==> src/rtl/frame_assembler.sv <==
// -----------------------------------------------------------------------------
// frame_assembler
//
// Assembles a command frame from a UART RX byte stream and hands it to the
// execution stage. A frame is one opcode byte followed by NUM_OPERANDS operands
// of DATA_W bits each. Each operand is sent MSB byte first. A completed frame is
// committed to the outputs in a single edge, and a one-cycle frame_valid strobe
// marks that edge. An inter-byte timeout drops a partial frame and pulses
// frame_error. This keeps a lost byte from shifting every later frame.
//
// Parameters
//   DATA_W          operand width in bits, multiple of 8, 8..32
//   NUM_OPERANDS    operands per frame, 1..4
//   TIMEOUT_CYCLES  max clk cycles between bytes inside a frame (0 = disabled)
//
// Ports
//   clk            in   system clock, rising edge
//   reset          in   asynchronous, active-low reset
//   rx_data_ready  in   one-cycle strobe: rx_data is valid this cycle
//   rx_data        in   received byte
//   operation      out  opcode of the last committed frame
//   data_out       out  committed operands, operand k in [(k+1)*DATA_W-1:k*DATA_W]
//   frame_valid    out  one-cycle pulse: operation/data_out were just updated
//   frame_error    out  one-cycle pulse: a partial frame was discarded on timeout
//   busy           out  high while a frame is partially received
// -----------------------------------------------------------------------------
module frame_assembler #(
  parameter int DATA_W         = 8,
  parameter int NUM_OPERANDS   = 2,
  parameter int TIMEOUT_CYCLES = 50000
) (
  input  logic                           clk,
  input  logic                           reset,
  input  logic                           rx_data_ready,
  input  logic [7:0]                     rx_data,
  output logic [7:0]                     operation,
  output logic [NUM_OPERANDS*DATA_W-1:0] data_out,
  output logic                           frame_valid,
  output logic                           frame_error,
  output logic                           busy
);

  localparam int BPO     = DATA_W / 8;          // bytes per operand
  localparam int TOTAL   = NUM_OPERANDS * BPO;  // operand bytes per frame
  localparam int FRAME_W = NUM_OPERANDS * DATA_W;
  localparam int CNT_W   = $clog2(TOTAL + 1);
  localparam int TO_W    = (TIMEOUT_CYCLES > 0) ? $clog2(TIMEOUT_CYCLES + 1) : 1;

  typedef enum logic {
    S_IDLE = 1'b0,
    S_RECV = 1'b1
  } state_t;

  state_t             r_state;
  state_t             w_state_nxt;

  logic [7:0]         r_op_shadow;
  logic [FRAME_W-1:0] r_opnd_shadow;
  logic [CNT_W-1:0]   r_byte_cnt;
  logic [TO_W-1:0]    r_to_cnt;

  logic [7:0]         r_operation;
  logic [FRAME_W-1:0] r_data_out;
  logic               r_frame_valid;
  logic               r_frame_error;

  logic               w_accept_op;
  logic               w_accept_byte;
  logic               w_commit;
  logic               w_timeout;
  logic               w_to_expire;
  logic [FRAME_W-1:0] w_opnd_merged;

  // The counter expires on the edge where it would reach TIMEOUT_CYCLES. A
  // strobe in that same cycle wins, because the FSM tests rx_data_ready first.
  generate
    if (TIMEOUT_CYCLES > 0) begin : g_timeout
      assign w_to_expire = ((r_to_cnt + TO_W'(1)) == TO_W'(TIMEOUT_CYCLES));
    end else begin : g_no_timeout
      assign w_to_expire = 1'b0;
    end
  endgenerate

  // Operand shadow with the current byte merged in. The first byte of each
  // operand goes to its MSB slot. The commit edge uses this value directly,
  // so the last byte appears in data_out without waiting an extra cycle.
  always_comb begin
    w_opnd_merged = r_opnd_shadow;
    for (int b = 0; b < TOTAL; b++) begin
      if (r_byte_cnt == CNT_W'(b)) begin
        w_opnd_merged[((b / BPO) * BPO + (BPO - 1 - (b % BPO))) * 8 +: 8] = rx_data;
      end
    end
  end

  // Next-state and control decode.
  always_comb begin
    // NOTE: every signal written here gets a default first, so no path can hold
    // an old value and infer a latch.
    w_state_nxt   = r_state;
    w_accept_op   = 1'b0;
    w_accept_byte = 1'b0;
    w_commit      = 1'b0;
    w_timeout     = 1'b0;
    case (r_state)
      S_IDLE: begin
        if (rx_data_ready) begin
          w_accept_op = 1'b1;
          w_state_nxt = S_RECV;
        end
      end
      S_RECV: begin
        if (rx_data_ready) begin
          w_accept_byte = 1'b1;
          if (r_byte_cnt == CNT_W'(TOTAL - 1)) begin
            w_commit    = 1'b1;
            w_state_nxt = S_IDLE;
          end
        end else if (w_to_expire) begin
          w_timeout   = 1'b1;
          w_state_nxt = S_IDLE;
        end
      end
      default: w_state_nxt = S_IDLE;
    endcase
  end

  // State register.
  always_ff @(posedge clk or negedge reset) begin
    // NOTE: sequential state uses non-blocking assignments only. Every
    // register then samples its pre-edge inputs, whatever the order of
    // the statements.
    if (!reset) r_state <= S_IDLE;
    else        r_state <= w_state_nxt;
  end

  // Datapath: shadows, counters and committed outputs.
  always_ff @(posedge clk or negedge reset) begin
    // NOTE: the shadows are plain flops, not a memory array. Resetting them is
    // cheap, and it guarantees that a frame cut short by reset leaves no
    // stale bytes behind.
    if (!reset) begin
      r_op_shadow   <= '0;
      r_opnd_shadow <= '0;
      r_byte_cnt    <= '0;
      r_to_cnt      <= '0;
      r_operation   <= '0;
      r_data_out    <= '0;
      r_frame_valid <= 1'b0;
      r_frame_error <= 1'b0;
    end else begin
      r_frame_valid <= w_commit;
      r_frame_error <= w_timeout;
      if (w_commit) begin
        r_operation   <= r_op_shadow;
        r_data_out    <= w_opnd_merged;
        r_op_shadow   <= '0;
        r_opnd_shadow <= '0;
        r_byte_cnt    <= '0;
        r_to_cnt      <= '0;
      end else if (w_accept_byte) begin
        r_opnd_shadow <= w_opnd_merged;
        r_byte_cnt    <= r_byte_cnt + CNT_W'(1);
        r_to_cnt      <= '0;
      end else if (w_accept_op) begin
        r_op_shadow   <= rx_data;
        r_opnd_shadow <= '0;
        r_byte_cnt    <= '0;
        r_to_cnt      <= '0;
      end else if (w_timeout) begin
        r_op_shadow   <= '0;
        r_opnd_shadow <= '0;
        r_byte_cnt    <= '0;
        r_to_cnt      <= '0;
      end else if (r_state == S_RECV && TIMEOUT_CYCLES > 0) begin
        r_to_cnt <= r_to_cnt + TO_W'(1);
      end
    end
  end

  assign operation   = r_operation;
  assign data_out    = r_data_out;
  assign frame_valid = r_frame_valid;
  assign frame_error = r_frame_error;
  assign busy        = (r_state == S_RECV);

endmodule
==> config.mk <==
export PLATFORM = sky130hd
export DESIGN_NAME = frame_assembler
export DESIGN_NICKNAME = d
export VERILOG_FILES = /design/src/rtl/frame_assembler.sv
export SDC_FILE = /design/constraint.sdc
export NUM_CORES = 1
export LEC_CHECK = 0
export ABC_AREA = 1
export BUFFER_PORTS_ARGS = -buffer_cell sky130_fd_sc_hd__buf_2
export CORE_MARGIN = 3
export CORE_UTILIZATION = 40
export DETAILED_ROUTE_END_ITERATION = 8
export HOLD_SLACK_MARGIN = 0.03
export PLACE_DENSITY = 0.61
export SLEW_MARGIN = 25
export SYNTH_ARGS = -nofsm -noshare
export SYNTH_HDL_FRONTEND = slang
export SYNTH_SLANG_ARGS = --single-unit
export TNS_END_PERCENT = 5
==> constraint.sdc <==
create_clock -name clk -period 2.05 [get_ports clk]
set_input_delay 0.41 -clock clk [delete_from_list [all_inputs] [get_ports clk]]
set_output_delay 0.41 -clock clk [all_outputs]
set_load 0.01 [all_outputs]
==> results.toml, run 1 <==
[status]
status = "finished, violations left"
violations = "negative setup slack"

[floorplanning]
dieArea_mm2 = 0.008529
io_pins = 38
start_util_pct = 42.50
fp.dieH_um = 92.36
coreArea_mm2 = 0.007019
die_w_um = 92.36
placement_rows = 30

[routing]
vias = 2568
wl_per_cell_um = 13.30
viasPerCell = 4.764
dr.first_iter.drc_count = 160
ant_nets = 0
drt_wl_total_um = 7171
drc = 0
drt-pass1-iter-count = 4

[power]
power_frac_clock_pct = 27.1
seq_power_share_pct = 41.5
internal_power_mw = 2.870
worst_ir_drop_vdd_v = 0.0008442
sw_frac_of_total_pct = 35.48
power_density_mw_per_mm2 = 1170
leakage_nw = 1.860
p_switching_mw = 1.578
power_frac_comb_pct = 31.4

[timing]
hold_slack_ps = 63.87
relSlewSlack_pct = 63.87
clock.fmax_mhz = 475.3
final_max_slew_viol_count = 0
period_minus_slack_ps = 2104
finalWorstSetupSlack_ps = -54.04
fin_worst_skew_ps = 12.80
rsz0062_at_grt = "yes"
setup_violations = 11
hold_viol_final = 0
tightestPinTransition_ps = 542.0
period_share_pct = 102.6

[logic_synthesis]
yosys.area.top_type = "dfrtp_1"
ys.flop_type = "dfrtp_1"
ys_warn_count = 0
synthTopCellsByCount = "nand2_1, dfrtp_1, nor2_1"
synth_top_area_share_pct = 51.17
synthesis.area_mm2 = 0.002983
syn_nets = 389
synth_cells = 374
synth_area_leaders = "dfrtp_1, nand2_1, nand3_1, nor2_1, inv_1"
yosysMostFrequentCell = "nand2_1"
synth_cell_types = 25
async_flop_share_pct = 100.0
seq_area_frac_synth_pct = 51.17
synth_seq_cells = 61
synth_area_per_cell_um2 = 7.976
synth_edf_count = 0

[cells_and_area]
drive_above_1_share_pct = 27.77
multi_input_area_mm2 = 0.001421
area_growth_pct = 27.43
layout.cells.non_filler = 539
diodes = 0
fillers = 680
fin_nets = 453
regArea_mm2 = 0.001528

[place]
place_congestion = 0.8337
hpwl_um = 4613
port_buffers = 37
dpl.cell_count = 514

[setup_path]
r2r-end = "r_opnd_shadow[5]"
reg2reg_slack_ps = -50
cp.required_ps = 2330
rr_worst_depth = 12
critPathLaunchType = "flip-flop"
critPathCapture = "r_opnd_shadow[5]"
crit_type = "reg2reg"
worst_ep_arrival_time_ps = 2380
cp_max_fo = 6
cp-startpoint = "r_to_cnt[1]"
end_kind = "flip-flop"
timing.rr.start = "r_to_cnt[1]"

[clock_tree]
cts_max_path_buffers = 2
htree_levels = 3
clk_latency_ps = 340
postCtsHoldBufs = 0
clkSinkCount = 61
clk_pin_slew_ps = 70
clock_tree.root_cell = "clkbuf_8"
cts_buffers = 9
cts_tree = "done"

[worst_hold_path]
hold_path_class = "in2async"

[global_routing]
grt_usage_pct = 16.37
grt_pass1_wl_um = 11060
grt_pass1_vias = 2264
grt_overflow_total = 0
antenna_found_initial = 0
grt_start_max_net_pins = 62

[run]
maxCapViolCount = 0
placed cells by master (no fill, tap or decap), types with 10 or more instances in the layout:
cell / netlist / layout
nand2_1: 142 / 134
dfrtp_1: 61 / 60
buf_2: 1 / 37
inv_1: 31 / 31
nor2_1: 32 / 28
nand3_1: 24 / 20
buf_4: 0 / 20
o21ai_0: 17 / 17
nand3_2: 10 / 13
nand2_2: 3 / 10
worst max-delay path: stages (launching register included):
cell	delay, ps
dfrtp_2	440
ha_4	180
nand3_4	100
buf_4	160
nor2_2	190
nand4_1	180
nand2_4	130
nor2_2	50
and2_4	140
nand4_1	170
buf_6	170
nand3_2	70
nand2_2	70
cell type report:
class | count | share of cell area (%)
Sequential cell | 61 | 40.19
Multi-Input combinational cell | 273 | 37.39
Timing Repair Buffer | 61 | 10.24
Clock buffer | 9 | 3.259
Inverter | 32 | 3.160
Tap cell | 96 | 3.160
Clock inverter | 7 | 2.600
kinds of logic after synthesis:
group | Yosys count | synth area share [%]
simple gates | 228 | 34.27
flops | 61 | 51.17
compound gates | 34 | 5.830
xor+xnor | 5 | 1.468
fa+ha+maj | 4 | 1.678
buf+inv | 42 | 5.579
power groups by stage:
stage	Sequential (mW)	Combinational (mW)	Clock [mW]
final	1.85	1.40	1.20
after global routing	1.90	1.59	1.28
after CTS	1.83	1.34	1.23
after detailed placement	1.86	1.34	0
after global placement	1.84	1.31	0
after floorplan	1.95	0.731	0
worst min-delay path by stage:
stage                    to  slack [ps]  startpoint  depth (start not counted)
2_1_floorplan          busy         110       reset                          0
3_3_place_gp   r_to_cnt[11]         450       reset                          2
3_5_place_dp   r_to_cnt[11]         450       reset                          2
4_1_cts         r_to_cnt[7]          80       reset                          2
5_1_grt         data_out[7]          90       reset                          2
6_report        r_to_cnt[7]          60       reset                          2
repair_timing:
item	CTS	global route
resized for setup	0	34
endpoints found under the setup margin	0	30
endpoints found under the hold margin	0	0
setup buffers	0	6
layer usage:
| layer | track usage, % | share of wire (%) | vias up |
|---|---|---|---|
| met5 | 0 | 0 | - |
| met4 | 6.683 | 1.7 | 0 |
| met3 | 2.762 | 5.1 | 12 |
| met2 | 24.83 | 46 | 72 |
| met1 | 23.28 | 47 | 1167 |
| li1 | - | - | 1317 |
metrics by stage:
| step | instance area [µm²] | util (%) | setup WS, ps | setup TNS [ps] | total power [mW] |
|---|---|---|---|---|---|
| 3_5_place_dp | 3382 | 48.18 | 31.54 | 0 | 3.193 |
| 3_3_place_gp | 3382 | 48.18 | 97.21 | 0 | 3.157 |
| 2_1_floorplan | 2983 | - | 235.1 | 0 | 2.677 |
| 5_1_grt | 3801 | 54.15 | -185.3 | -2974 | 4.773 |
| 6_report | 3801 | 54.15 | -54.04 | -373.3 | 4.448 |
| 4_1_cts | 3605 | 51.35 | 10.57 | 0 | 4.408 |
sequential cells by signal (all words and copies together) (netlist names):
signal and flops:
operation 8, r_byte_cnt 2, r_to_cnt 16, r_opnd_shadow 8
busy 1, r_op_shadow 8, frame_valid 1, frame_error 1
data_out 16
Note: power is estimated with default switching activity, not from simulation.
==> inputs of run 2 (changes only) <==
--- a/config.mk
+++ b/config.mk
@@ -12,6 +12,7 @@
 export DETAILED_ROUTE_END_ITERATION = 8
 export HOLD_SLACK_MARGIN = 0.03
 export PLACE_DENSITY = 0.61
+export SETUP_SLACK_MARGIN = 0.3
 export SLEW_MARGIN = 25
 export SYNTH_ARGS = -nofsm -noshare
 export SYNTH_HDL_FRONTEND = slang
==> results.toml, run 2 (synthesis gave the netlist of run 1 again) <==
[cells_and_area]
final_common_cell = "nand2_1"
drive_above_1_share_pct = 29.35
fin_nets = 454
multi_input_area_mm2 = 0.001431
fillers = 693
diodes = 0
area_growth_pct = 28.52
fin_area_mm2 = 0.003834
final_cell_mix = "nand2_1, dfrtp_1, buf_2"
regArea_mm2 = 0.001529

[routing]
dr.first_iter.drc_count = 130
drt-pass1-iter-count = 4
drt_wl_total_um = 7210
vias = 2616
ant_nets = 0
viasPerCell = 4.853
wl_per_cell_um = 13.38
drc = 0

[floorplanning]
dieArea_mm2 = 0.008529
placement_rows = 30
io_pins = 38
coreArea_mm2 = 0.007019
start_util_pct = 42.50
die_w_um = 92.36
fp.dieH_um = 92.36

[timing]
finalWorstSetupSlack_ps = 55.85
setup_violations = 0
hold_slack_ps = 60.59
relSlewSlack_pct = 44.71
final_max_slew_viol_count = 0
tightestPinTransition_ps = 826.3
hold_viol_final = 0
clock.fmax_mhz = 501.5
period_share_pct = 97.28
final.setup.tns_ps = 0
period_minus_slack_ps = 1994
fin_worst_skew_ps = 10.55
rsz0062_at_grt = "yes"

[setup_path]
worst_ep_arrival_time_ps = 2230
crit_type = "reg2reg"
cp_max_fo = 11
r2r-end = "r_byte_cnt[1]"
timing.rr.start = "r_to_cnt[0]"
reg2reg_slack_ps = 60
rr_worst_depth = 11
critPathLaunchType = "flip-flop"
end_kind = "flip-flop"
cp.required_ps = 2280

[place]
hpwl_um = 4863
pre_cts_ws_ps = -110.3
port_buffers = 37
place_area_mm2 = 0.003420
place_congestion = 0.8536

[power]
leakage_nw = 1.893
p_switching_mw = 1.566
sw_frac_of_total_pct = 35.55
internal_power_mw = 2.839
seq_power_share_pct = 42.1
power_density_mw_per_mm2 = 1149
power_frac_comb_pct = 32.2
power_frac_clock_pct = 25.7
worst_ir_drop_vdd_v = 0.0006857

[clock_tree]
clkSinkCount = 61
htree_levels = 3
cts_buffers = 9
clock_tree.root_cell = "clkbuf_8"
cts_tree = "done"
clk_latency_ps = 350
clk_pin_slew_ps = 70
cts_max_path_buffers = 2

[status]
status = "completed"

[global_routing]
grt_start_max_net_pins = 62
grt_usage_pct = 18.68
antenna_found_initial = 0
grt_pass1_wl_um = 12400
grt_pass1_vias = 2581
grt_overflow_total = 0

[run]
maxCapViolCount = 0

[worst_hold_path]
hold_path_class = "in2async"
run 2: changes by cell type in the layout (fill, tap and decap cells not counted), moves of 2 or more:
cell | before | now
nand3_1 | 20 | 14
nor2_2 | 8 | 6
nand3_2 | 13 | 19
o21ai_0 | 17 | 10
buf_4 | 20 | 23
o21ai_1 | 7 | 13
clkbuf_8 | 9 | 12
nor2_4 | 4 | 6
run 2: repair_timing:
action / 4_1_cts / 5_1_grt
resized for setup: 27 / 17
hold buffers: 0 / 0
pin swaps: 10 / 14
gates cloned: 0 / 0
setup buffers: 7 / 0
setup endpoints to repair: 31 / 54
run 2: worst max-delay path by stage:
stage,startpoint,to,slack [ps],cells after the start
2_1_floorplan,r_to_cnt[1],r_byte_cnt[0],240,12
3_3_place_gp,r_to_cnt[1],r_op_shadow[6],-40,13
3_5_place_dp,r_to_cnt[1],r_op_shadow[7],-110,13
4_1_cts,r_to_cnt[1],r_byte_cnt[1],60,13
5_1_grt,r_to_cnt[0],r_byte_cnt[1],-100,12
6_report,r_to_cnt[0],r_byte_cnt[1],60,11
run 2: stage by stage:
stage	power (mW)	util, %	cells
floorplan	2.678	-	374
global placement	3.160	48.72	517
detailed placement	3.188	48.72	517
CTS	4.430	54.12	539
global route	4.745	54.62	539
finish	4.406	54.62	539
run 2: cell type report:
cell class,count,area share [%]
Clock inverter,3,1.142
Multi-Input combinational cell,271,37.34
Inverter,32,3.231
Sequential cell,61,39.88
Tap cell,96,3.133
Timing Repair Buffer,64,10.97
Clock buffer,12,4.308
run 2: power groups by stage:
| stage | clock (mW) | combinational (mW) | sequential, mW |
|---|---|---|---|
| 2_1_floorplan | 0 | 0.732 | 1.95 |
| 3_3_place_gp | 0 | 1.32 | 1.84 |
| 3_5_place_dp | 0 | 1.33 | 1.86 |
| 4_1_cts | 1.16 | 1.41 | 1.85 |
| 5_1_grt | 1.22 | 1.62 | 1.91 |
| 6_report | 1.13 | 1.42 | 1.85 |
run 2: critical path: stages, from the launching register on:
cell	delay, ps
dfrtp_1	430
ha_4	190
buf_4	140
xnor2_2	150
inv_1	60
nor2_1	170
nand4_1	130
nor2_2	150
nand4_1	150
buf_12	200
nand3_1	60
nand2_1	50
run 2: routing by layer:
metal | GRT usage [%] | part of all wire [%] | routed length (µm)
met2 | 27.73 | 46 | 3333
met4 | 8.045 | 1.7 | 123
met5 | 0 | 0 | 0
met3 | 4.630 | 4.2 | 301
met1 | 25.97 | 48 | 3452
==> inputs of run 3 (changes only) <==
==> constraint.sdc (replaced) <==
create_clock -name clk -period 2.4 [get_ports clk]
set_input_delay 0.48 -clock clk [delete_from_list [all_inputs] [get_ports clk]]
set_output_delay 0.48 -clock clk [all_outputs]
set_load 0.01 [all_outputs]
==> results.toml, run 3 (synthesis gave the netlist of run 1 again) <==
[cells_and_area]
final_common_cell = "nand2_1"
fin_nets = 439
drive_above_1_share_pct = 23.08
area_growth_pct = 20.85
layout.cells.non_filler = 525
fin_util_pct = 51.35
final_cell_mix = "nand2_1, dfrtp_1, buf_2"
diodes = 0

[power]
leakage_nw = 1.779
power_density_mw_per_mm2 = 1005
power_mw = 3.624
p_switching_mw = 1.324
power_frac_comb_pct = 30.7
sw_frac_of_total_pct = 36.52
worst_ir_drop_vdd_v = 0.0005847
power_frac_clock_pct = 25.2
internal_power_mw = 2.301
seq_power_share_pct = 44.1

[clock_tree]
cts_buffers = 9
clk_latency_ps = 330
clkSinkCount = 61
clk_pin_slew_ps = 70
clock_tree.root_cell = "clkbuf_8"
cts_max_path_buffers = 2
cts_tree = "done"
htree_levels = 3

[timing]
relSlewSlack_pct = 52.73
final_max_slew_viol_count = 0
period_minus_slack_ps = 1999
fin_worst_skew_ps = 5.087
hold_viol_final = 0
rsz0062_at_grt = "yes"
setup_violations = 0
period_share_pct = 83.27
tightestPinTransition_ps = 706.4
final.setup.tns_ps = 0
hold_slack_ps = 168.7
clock.fmax_mhz = 500.4

[routing]
ant_nets = 0
viasPerCell = 4.855
vias = 2549
dr.first_iter.drc_count = 142
wl_per_cell_um = 13.27
drt-pass1-iter-count = 4
drt_wl_total_um = 6968
drc = 0

[place]
hpwl_um = 4838
place_congestion = 0.8871
dpl.cell_count = 506
port_buffers = 37

[worst_hold_path]
hold_path_class = "in2async"

[global_routing]
grt_start_max_net_pins = 33
grt_usage_pct = 17.00
grt_overflow_total = 0
antenna_found_initial = 0
grt_pass1_wl_um = 11490
grt_pass1_vias = 2395

[setup_path]
cp.required_ps = 2610
crit_type = "reg2reg"
cp_max_fo = 10
end_kind = "flip-flop"
critPathLaunchType = "flip-flop"
worst_ep_arrival_time_ps = 2210

[floorplanning]
coreArea_mm2 = 0.007019
placement_rows = 30
start_util_pct = 42.50
dieArea_mm2 = 0.008529
fp.dieH_um = 92.36
io_pins = 38
die_w_um = 92.36

[status]
status = "completed"

[run]
maxCapViolCount = 0
[run 3: cell types whose count changed in the layout (fill, tap and decap cells not counted), moves of 2 or more]
cell | before | now
o21ai_1 | 13 | 7
nand3_1 | 14 | 21
clkbuf_8 | 12 | 9
nand2_2 | 9 | 3
o21ai_0 | 10 | 17
nand3_2 | 19 | 13
nor2_1 | 27 | 29
clkinv_4 | 1 | 3
nand2_1 | 135 | 141
buf_4 | 23 | 10
nor2_4 | 6 | 3
[run 3: layout make-up]
type | instances | area [µm²]
flip-flops and latches | 61 | 1530
multi-input cells | 271 | 1343
clock inverters | 7 | 76.32
repair buffers | 49 | 291.5
fillers | 684 | 3415
inverters | 32 | 120.1
well taps | 96 | 120.1
clock buffers | 9 | 123.9
[run 3: worst paths after layout]
path                               from             end  slack, ps  cells past startpoint
max                         r_to_cnt[0]    r_to_cnt[15]        400                     11
min                               reset   r_byte_cnt[0]        170                      2
max reg2reg                 r_to_cnt[0]    r_to_cnt[15]        400                     11
min reg2reg                operation[7]    operation[7]        470                      2
max in group asynchronous         reset     r_to_cnt[2]       1900                      2
min in group clk             rx_data[1]  r_op_shadow[1]        360                      3
[run 3: repair_timing]
item / in CTS / in global routing
resized for setup: 1 / 15
buffers inserted: 2 / 1
hold buffers: 0 / 0
pin swaps: 1 / 2
endpoints found under the setup margin: 8 / 29
[run 3: layer usage]
layer	up-vias	routed length, µm	GRT usage, %
met5	-	0	0
met3	10	265	2.437
met2	57	3269	26.34
met1	1196	3327	23.66
li1	1286	-	-
met4	0	105	7.550
[run 3: stage by stage]
step / setup slack (ps) / cell area, µm²
final: 401.5 / 3605
after global routing: 267.3 / 3605
after CTS: 301.9 / 3540
after detailed placement: 277.5 / 3309
after global placement: 305.5 / 3309
after floorplan: 585.1 / 2983
[run 3: power groups by stage]
stage / registers [mW] / logic [mW] / clock network [mW]
global route: 1.65 / 1.27 / 0.985
detailed placement: 1.61 / 1.10 / 0
global placement: 1.59 / 1.08 / 0
finish: 1.60 / 1.11 / 0.912
CTS: 1.59 / 1.10 / 0.950
floorplan: 1.66 / 0.625 / 0
[run 3: worst max-delay path: stages (launching register included)]
cell and delay [ps]:
dfrtp_1 430, buf_4 150, nand3_1 160, nor2_4 210, nand3_1 90, nand2_1 70
nand2_1 90, nor2_1 110, and2_1 170, nand3_1 140, nand2_4 180, o21ai_0 100
